File: config.mk
export PLATFORM = sky130hd
export DESIGN_NAME = i2c_master_byte_control
export DESIGN_NICKNAME = d
export VERILOG_FILES = /design/src/rtl/i2c_master_byte_control.sv
export SDC_FILE = /design/constraint.sdc
export NUM_CORES = 1
export LEC_CHECK = 0
export BUFFER_PORTS_ARGS = -buffer_cell sky130_fd_sc_hd__buf_2
export CAP_MARGIN = 15
export CORE_ASPECT_RATIO = 1.5
export CORE_MARGIN = 8
export CORE_UTILIZATION = 45
export DETAILED_ROUTE_END_ITERATION = 12
export GPL_TIMING_DRIVEN = 0
export PLACE_DENSITY_LB_ADDON = 0.12
export SKIP_CTS_REPAIR_TIMING = 1
export SLEW_MARGIN = 5
export SYNTH_ARGS = -nofsm -noshare
export SYNTH_HDL_FRONTEND = slang
export SYNTH_SLANG_ARGS = --single-unit
File: constraint.sdc
create_clock -name i_clk_master -period 3.7 [get_ports i_clk_master]
set_clock_uncertainty 0.1 [all_clocks]
set_input_delay 0.555 -clock i_clk_master [delete_from_list [all_inputs] [get_ports i_clk_master]]
set_output_delay 0.555 -clock i_clk_master [all_outputs]
set_load 0.02 [all_outputs]
File: src/rtl/i2c_master_byte_control.sv
// Byte-level I2C sequencer: splits START / 8-bit write+ACK or read+ACK / STOP into bit commands.
// Optional per-bit watchdog enabled by defining I2C_BYTE_TIMEOUT_EN.
`timescale 1ns/1ps
module i2c_master_byte_control #(
    parameter int unsigned TIMEOUT_CYCLES = 65535
) (
    input  logic       i_clk_master,
    input  logic       i_reset,
    input  logic       i_cmd_valid,
    input  logic       i_start,
    input  logic       i_stop,
    input  logic       i_write,
    input  logic       i_read,
    input  logic       i_ack_in,
    input  logic [7:0] i_data,
    output logic [7:0] o_data,
    output logic       o_ack_out,
    output logic       o_busy,
    output logic       o_done,
    output logic       o_timeout,
    output logic [2:0] o_bit_cmd,
    output logic       o_bit_data,
    input  logic       i_bit_done,
    input  logic       i_bit_data
);

    localparam logic [2:0] CMD_IDLE  = 3'b000;
    localparam logic [2:0] CMD_START = 3'b001;
    localparam logic [2:0] CMD_WRITE = 3'b010;
    localparam logic [2:0] CMD_READ  = 3'b011;
    localparam logic [2:0] CMD_STOP  = 3'b100;

    typedef enum logic [2:0] {
        ST_IDLE,
        ST_START,
        ST_WRITE,
        ST_ACK_RD,
        ST_READ,
        ST_ACK_WR,
        ST_STOP
    } state_t;

    state_t     state;
    state_t     state_next;
    logic [7:0] shift;
    logic [2:0] bit_cnt;
    logic       f_stop;
    logic       f_write;
    logic       f_read;
    logic       ack_l;
    logic       finish;
    logic       accept_empty;
    logic       timeout_hit;

    assign o_busy = (state != ST_IDLE);

`ifdef I2C_BYTE_TIMEOUT_EN
    localparam int unsigned TO_W = $clog2(TIMEOUT_CYCLES + 1);
    localparam logic [TO_W-1:0] TO_LIMIT = TO_W'(TIMEOUT_CYCLES);

    logic [TO_W-1:0] to_cnt;

    assign timeout_hit = (state != ST_IDLE) && (to_cnt == TO_LIMIT);

    // Counter restarts on every completed bit and on every state entry.
    always_ff @(posedge i_clk_master) begin
        if (!i_reset) begin
            to_cnt    <= '0;
            o_timeout <= 1'b0;
        end else begin
            o_timeout <= timeout_hit;
            if (state_next == ST_IDLE || state_next != state || i_bit_done) begin
                to_cnt <= '0;
            end else begin
                to_cnt <= to_cnt + 1'b1;
            end
        end
    end
`else
    assign timeout_hit = 1'b0;
    assign o_timeout   = 1'b0 & (TIMEOUT_CYCLES == 0);
`endif

    always_ff @(posedge i_clk_master) begin
        if (!i_reset) begin
            state <= ST_IDLE;
        end else begin
            state <= state_next;
        end
    end

    always_comb begin
        state_next   = state;
        o_bit_cmd    = CMD_IDLE;
        o_bit_data   = 1'b0;
        finish       = 1'b0;
        accept_empty = 1'b0;
        case (state)
            ST_IDLE: begin
                if (i_cmd_valid) begin
                    if (i_start) begin
                        state_next = ST_START;
                    end else if (i_write) begin
                        state_next = ST_WRITE;
                    end else if (i_read) begin
                        state_next = ST_READ;
                    end else if (i_stop) begin
                        state_next = ST_STOP;
                    end else begin
                        accept_empty = 1'b1;
                    end
                end
            end
            ST_START: begin
                o_bit_cmd = CMD_START;
                if (i_bit_done) begin
                    if (f_write) begin
                        state_next = ST_WRITE;
                    end else if (f_read) begin
                        state_next = ST_READ;
                    end else if (f_stop) begin
                        state_next = ST_STOP;
                    end else begin
                        state_next = ST_IDLE;
                        finish     = 1'b1;
                    end
                end
            end
            ST_WRITE: begin
                o_bit_cmd  = CMD_WRITE;
                o_bit_data = shift[7];
                if (i_bit_done && bit_cnt == 3'd7) begin
                    state_next = ST_ACK_RD;
                end
            end
            ST_READ: begin
                o_bit_cmd = CMD_READ;
                if (i_bit_done && bit_cnt == 3'd7) begin
                    state_next = ST_ACK_WR;
                end
            end
            ST_ACK_RD, ST_ACK_WR: begin
                o_bit_cmd  = (state == ST_ACK_RD) ? CMD_READ : CMD_WRITE;
                o_bit_data = (state == ST_ACK_WR) ? ack_l : 1'b0;
                if (i_bit_done) begin
                    if (f_stop) begin
                        state_next = ST_STOP;
                    end else begin
                        state_next = ST_IDLE;
                        finish     = 1'b1;
                    end
                end
            end
            ST_STOP: begin
                o_bit_cmd = CMD_STOP;
                if (i_bit_done) begin
                    state_next = ST_IDLE;
                    finish     = 1'b1;
                end
            end
            default: state_next = ST_IDLE;
        endcase
        // A watchdog abort overrides any normal advance and suppresses o_done.
        if (timeout_hit) begin
            state_next = ST_IDLE;
            finish     = 1'b0;
        end
    end

    always_ff @(posedge i_clk_master) begin
        if (!i_reset) begin
            shift     <= '0;
            bit_cnt   <= '0;
            f_stop    <= 1'b0;
            f_write   <= 1'b0;
            f_read    <= 1'b0;
            ack_l     <= 1'b0;
            o_data    <= '0;
            o_ack_out <= 1'b0;
            o_done    <= 1'b0;
        end else begin
            o_done <= finish | accept_empty;
            case (state)
                ST_IDLE: begin
                    if (i_cmd_valid) begin
                        shift   <= i_data;
                        bit_cnt <= '0;
                        f_stop  <= i_stop;
                        f_write <= i_write;
                        f_read  <= i_read;
                        ack_l   <= i_ack_in;
                    end
                end
                ST_WRITE: begin
                    if (i_bit_done) begin
                        shift   <= {shift[6:0], 1'b0};
                        bit_cnt <= bit_cnt + 1'b1;
                    end
                end
                ST_ACK_RD: begin
                    if (i_bit_done) begin
                        o_ack_out <= i_bit_data;
                    end
                end
                ST_READ: begin
                    if (i_bit_done) begin
                        o_data  <= {o_data[6:0], i_bit_data};
                        bit_cnt <= bit_cnt + 1'b1;
                    end
                end
                default: ;
            endcase
        end
    end

endmodule
Word-level counts from Yosys, hierarchy flattened
Cells that the tools add are included.
{"block": "op_classes", "addsub": 1, "n_eq_ne": 16, "muxes": 37, "n_bitwise": 1, "reduce_logical": 13}
{"op": "$mux W3", "n": 15}
{"op": "$pmux W3 S6", "n": 1}
{"op": "$mux W8", "n": 2}
{"op": "$pmux W8 S2", "n": 1}
{"op": "$pmux W3 S5", "n": 1}
{"op": "$mux W1", "n": 14}
{"op": "$ne A2 B2 Y1 const B", "n": 7}
{"op": "$eq A3 B3 Y1 const B", "n": 4}
{"op": "$reduce_and A7 Y1", "n": 1}
{"op": "$eq A3 B2 Y1 const B", "n": 2}
{"op": "$pmux W3 S2", "n": 1}
{"op": "$reduce_and A2 Y1", "n": 3}
{"op": "$reduce_and A3 Y1", "n": 2}
{"op": "$ne A5 B5 Y1 const B", "n": 1}
{"op": "$reduce_bool A2 Y1", "n": 2}
{"op": "$reduce_or A2 Y1", "n": 2}
{"op": "$add A3 B1 Y3 const B", "n": 1}
{"op": "$eq A3 B1 Y1 const B", "n": 1}
{"op": "$logic_not A3 Y1", "n": 1}
{"op": "$pmux W1 S3", "n": 1}
{"op": "$reduce_bool A3 Y1", "n": 1}
{"op": "$ne A2 B1 Y1 const B", "n": 1}
{"op": "$pmux W1 S2", "n": 1}
{"op": "$logic_and A1 B1 Y1", "n": 1}
{"op": "$or A1 B1 Y1", "n": 1}
{"block": "totals", "ff_bits": 28, "input_bits": 18, "output_inout_bits": 16, "wordCells": 78}

Depth between registers and ports, before layout
{"block": "logic_depth", "word_depth": 7, "depth_mapped": 7, "depth_no_buf": 6}

Worst setup path before layout
OpenSTA, ideal clock, no wires.
{"block": "synth_path", "kind": "flip-flop to output port", "from": "register state[0]", "to": "output port o_bit_data", "arrival_time_ps": 1488, "required_ps": 3045, "setup_slack_ps": 1557, "stages_incl_launch_ff": 5, "path_cell_list": "dfxtp_1 clkbuf_1 clkbuf_1 nand2_1 o21ai_0"}
{"block": "synth_between", "elab_chain_len": 3, "elab_cells_between_ends": 6, "cone_classes": "eq/ne: 3; mux: 2; reduce/logical: 1"}
{"element": "from (decl)", "line_no": "43", "text": "state_t state;"}
{"element": "from (signal assigned)", "line_no": "88", "text": "state <= state_next;"}
{"element": "$eq A3 B3 Y1 or $eq A3 B2 Y1 (tied branches)", "line_no": "98, 144"}
{"element": "$mux W1 or $reduce_or A2 Y1 (tied branches)", "line_no": "144, 98"}
{"element": "$pmux W1 S2 *", "line_no": "98", "text": "case (state)"}
{"element": "to (decl)", "line_no": "22", "text": "output logic o_bit_data,"}
Every way passes the cells marked *; elsewhere a longest branch is shown, timed or not.

Worst setup path in the final report
Same ends and word-level chain as after synthesis.

==> results.json <==
{
  "dieArea_sq_mm": 0.00550,
  "root_buffer": "clkbuf_8",
  "hold_slack_ns": 0.383,
  "area_delta_synth_final_pct": 17.1,
  "ys_ff_latch": 28,
  "synth_cell_type_count": 44,
  "core_sq_mm": 0.00332,
  "die_x_um": 63.3,
  "post-route-period-util": 0.709,
  "routedWlPerCell_um": 14.5,
  "initial_core_util": 0.454,
  "max_freq_ghz": 0.381,
  "syn_area_per_cell_sq_um": 9.36,
  "rsz0062_at_grt": "no",
  "synth.area.top_cells": "dfxtp_1 (37%), mux2i_1 (14%), nor2b_1 (6.2%), o211a_1 (5.3%), nand2_1 (3.2%)",
  "synth_top_cell_by_area": "dfxtp_1",
  "fin_crit_ns": 2.62,
  "grt_overflow_total": 0,
  "ir_drop_mv": 0.383,
  "critPathCaptureType": "output port",
  "crit_type": "reg2out",
  "leakagePower_nw": 0.799,
  "vias": 1272,
  "antenna_cells": 0,
  "synth_cells": 161,
  "grt_pass1_vias": 1242,
  "drc": 0,
  "grt_use_total": 0.123,
  "num_rows": 26,
  "rr_worst_depth": 6,
  "drv_cap": 0,
  "yosysSeqAreaShare": 0.372,
  "synth_top_area_frac": 0.372,
  "wl_mm": 3.44,
  "grt_max_degree": 16,
  "setup_tns_ns": 0,
  "slew_headroom": 0.579,
  "htreeDepth": 1,
  "num-nets-final": 216,
  "holdPathStages": 2,
  "cts_tree": "built",
  "setup.worst_path.start_class": "flop",
  "worstPathMaxFanout": 10,
  "hold_viol": 0,
  "powerDensity_mw_per_mm2": 680,
  "synth_nets": 181,
  "yosysWarnings": 0,
  "cts_made_buffers": 3,
  "drtAntennaViolNets": 0,
  "hold_class": "reg2reg",
  "ys_async_sr_fraction": 0,
  "vias_per_cell": 5.37,
  "arrival_ns": 1.97,
  "setup_violations": 0,
  "gp_congestion": 0.883,
  "status": "completed",
  "pin_count": 34,
  "post-synth-top-count-cell": "dfxtp_1",
  "die_h_um": 86.9,
  "drt-pass1-iter-count": 4,
  "yosys_most_used_dff": "dfxtp_1",
  "antenna_found_initial": 0,
  "numPortBuffers": 30,
  "grt_first_pass_wirelength_mm": 5.60,
  "clk-insertion-delay-late_ns": 0.27,
  "power.total_w": 0.00120,
  "cts_sinks": 28,
  "cts_buffer_depth": 2,
  "dp_hpwl_mm": 2.65,
  "path_clk_slew_ns": 0.09,
  "netlist_area_sq_mm": 0.00151,
  "synth_edf_count": 0,
  "yosys-top-cells-count": "dfxtp_1 (28), mux2i_1 (21), nor2b_1 (15), nand2_1 (13), o211a_1 (8)",
  "worstMarginPinSlew_ns": 0.628,
  "drt_iter0_drc": 66,
  "crit_required_ns": 3.04,
  "drive_above_1_share": 0.231,
  "finalMaxSlewViolations": 0
}
==> cells in the final DEF (no fill, tap or decap), types with 2 or more instances in the layout <==
cell type and count:
a211oi_1 2, a21boi_1 4, a21oi_1 2, a22oi_1 3, buf_2 33, buf_4 2
buf_6 2, clkbuf_1 7, clkbuf_8 4, dfxtp_1 28, ha_1 2, inv_1 5
mux2i_1 21, nand2_1 13, nand2b_1 4, nand3_1 2, nor2_1 3, nor2b_1 15
nor3_1 2, o211a_1 8, o21ai_0 4, o21ai_1 3, o21bai_1 2, o221ai_1 2
or4b_1 2
==> worst max-delay path: stages (launching register included) <==
cell      delay (ns)
dfxtp_1         0.48
clkbuf_1        0.36
clkbuf_1        0.40
nand2_1         0.09
o21ai_0         0.18
buf_2           0.19
==> through the flow <==
stage / area, sq um / cells / utilization / setup WS [ns]
2_1_floorplan: 1510 / 161 / - / 1.56
3_3_place_gp: 1710 / 233 / 0.515 / 1.41
3_5_place_dp: 1710 / 233 / 0.515 / 1.38
4_1_cts: 1770 / 237 / 0.532 / 1.07
5_1_grt: 1770 / 237 / 0.532 / 0.957
6_report: 1770 / 237 / 0.532 / 1.08
==> power breakdown <==
group          leakage [nW]  switching (W)  internal (W)
Sequential            0.229      0.0000488      0.000374
Clock                0.0288      0.0000887     0.0000950
Combinational         0.541       0.000344      0.000249
Total                 0.799       0.000481      0.000719
==> flip-flops by register name, indices dropped and copies added (netlist names) <==
signal and count:
ack_l 1, state 3, o_done 1, f_stop 1
shift 8, f_read 1, o_data 8, f_write 1
bit_cnt 3, o_ack_out 1
==> logic make-up (layout without fill, tap and decap cells) <==
| kind of cell | Yosys count | count (layout) | synth area share |
|---|---|---|---|
| simple gates | 51 | 51 | 0.207 |
| compound gates | 37 | 37 | 0.185 |
| flops | 28 | 28 | 0.372 |
| mux | 21 | 21 | 0.139 |
| buf+inv | 19 | 53 | 0.0647 |
| fa+ha+maj | 3 | 3 | 0.0232 |
| other cells | 1 | 1 | 0.00249 |
| xor+xnor | 1 | 1 | 0.00581 |
==> per-layer routing <==
metal / part of all wire / global-route usage / routed length, um
met1: 0.42 / 0.132 / 1440
met2: 0.53 / 0.234 / 1820
met3: 0.046 / 0.0271 / 160
met4: 0.0061 / 0.0305 / 21
met5: 0 / 0 / 0
==> cell type report <==
type | count | area (sq um)
Fill cell | 354 | 1550
Multi-Input combinational cell | 114 | 850
Sequential cell | 28 | 561
Timing Repair Buffer | 30 | 150
Buffer | 14 | 78.8
Clock buffer | 4 | 55.1
Tap cell | 42 | 52.6
Inverter | 5 | 18.8
==> worst paths after layout <==
| kind | slack, ns | startpoint | endpoint |
|---|---|---|---|
| hold reg to reg | 0.38 | bit_cnt[2]$_SDFFE_PN0P_ | bit_cnt[2]$_SDFFE_PN0P_ |
| setup / recovery | 1.08 | state[0]$_SDFFE_PN0P_ | o_bit_data |
| setup reg to reg | 1.77 | state[2]$_SDFFE_PN0P_ | shift[4]$_SDFFE_PN0P_ |
| hold / removal | 0.38 | bit_cnt[2]$_SDFFE_PN0P_ | bit_cnt[2]$_SDFFE_PN0P_ |
Power figures use the tool's default switching activity.
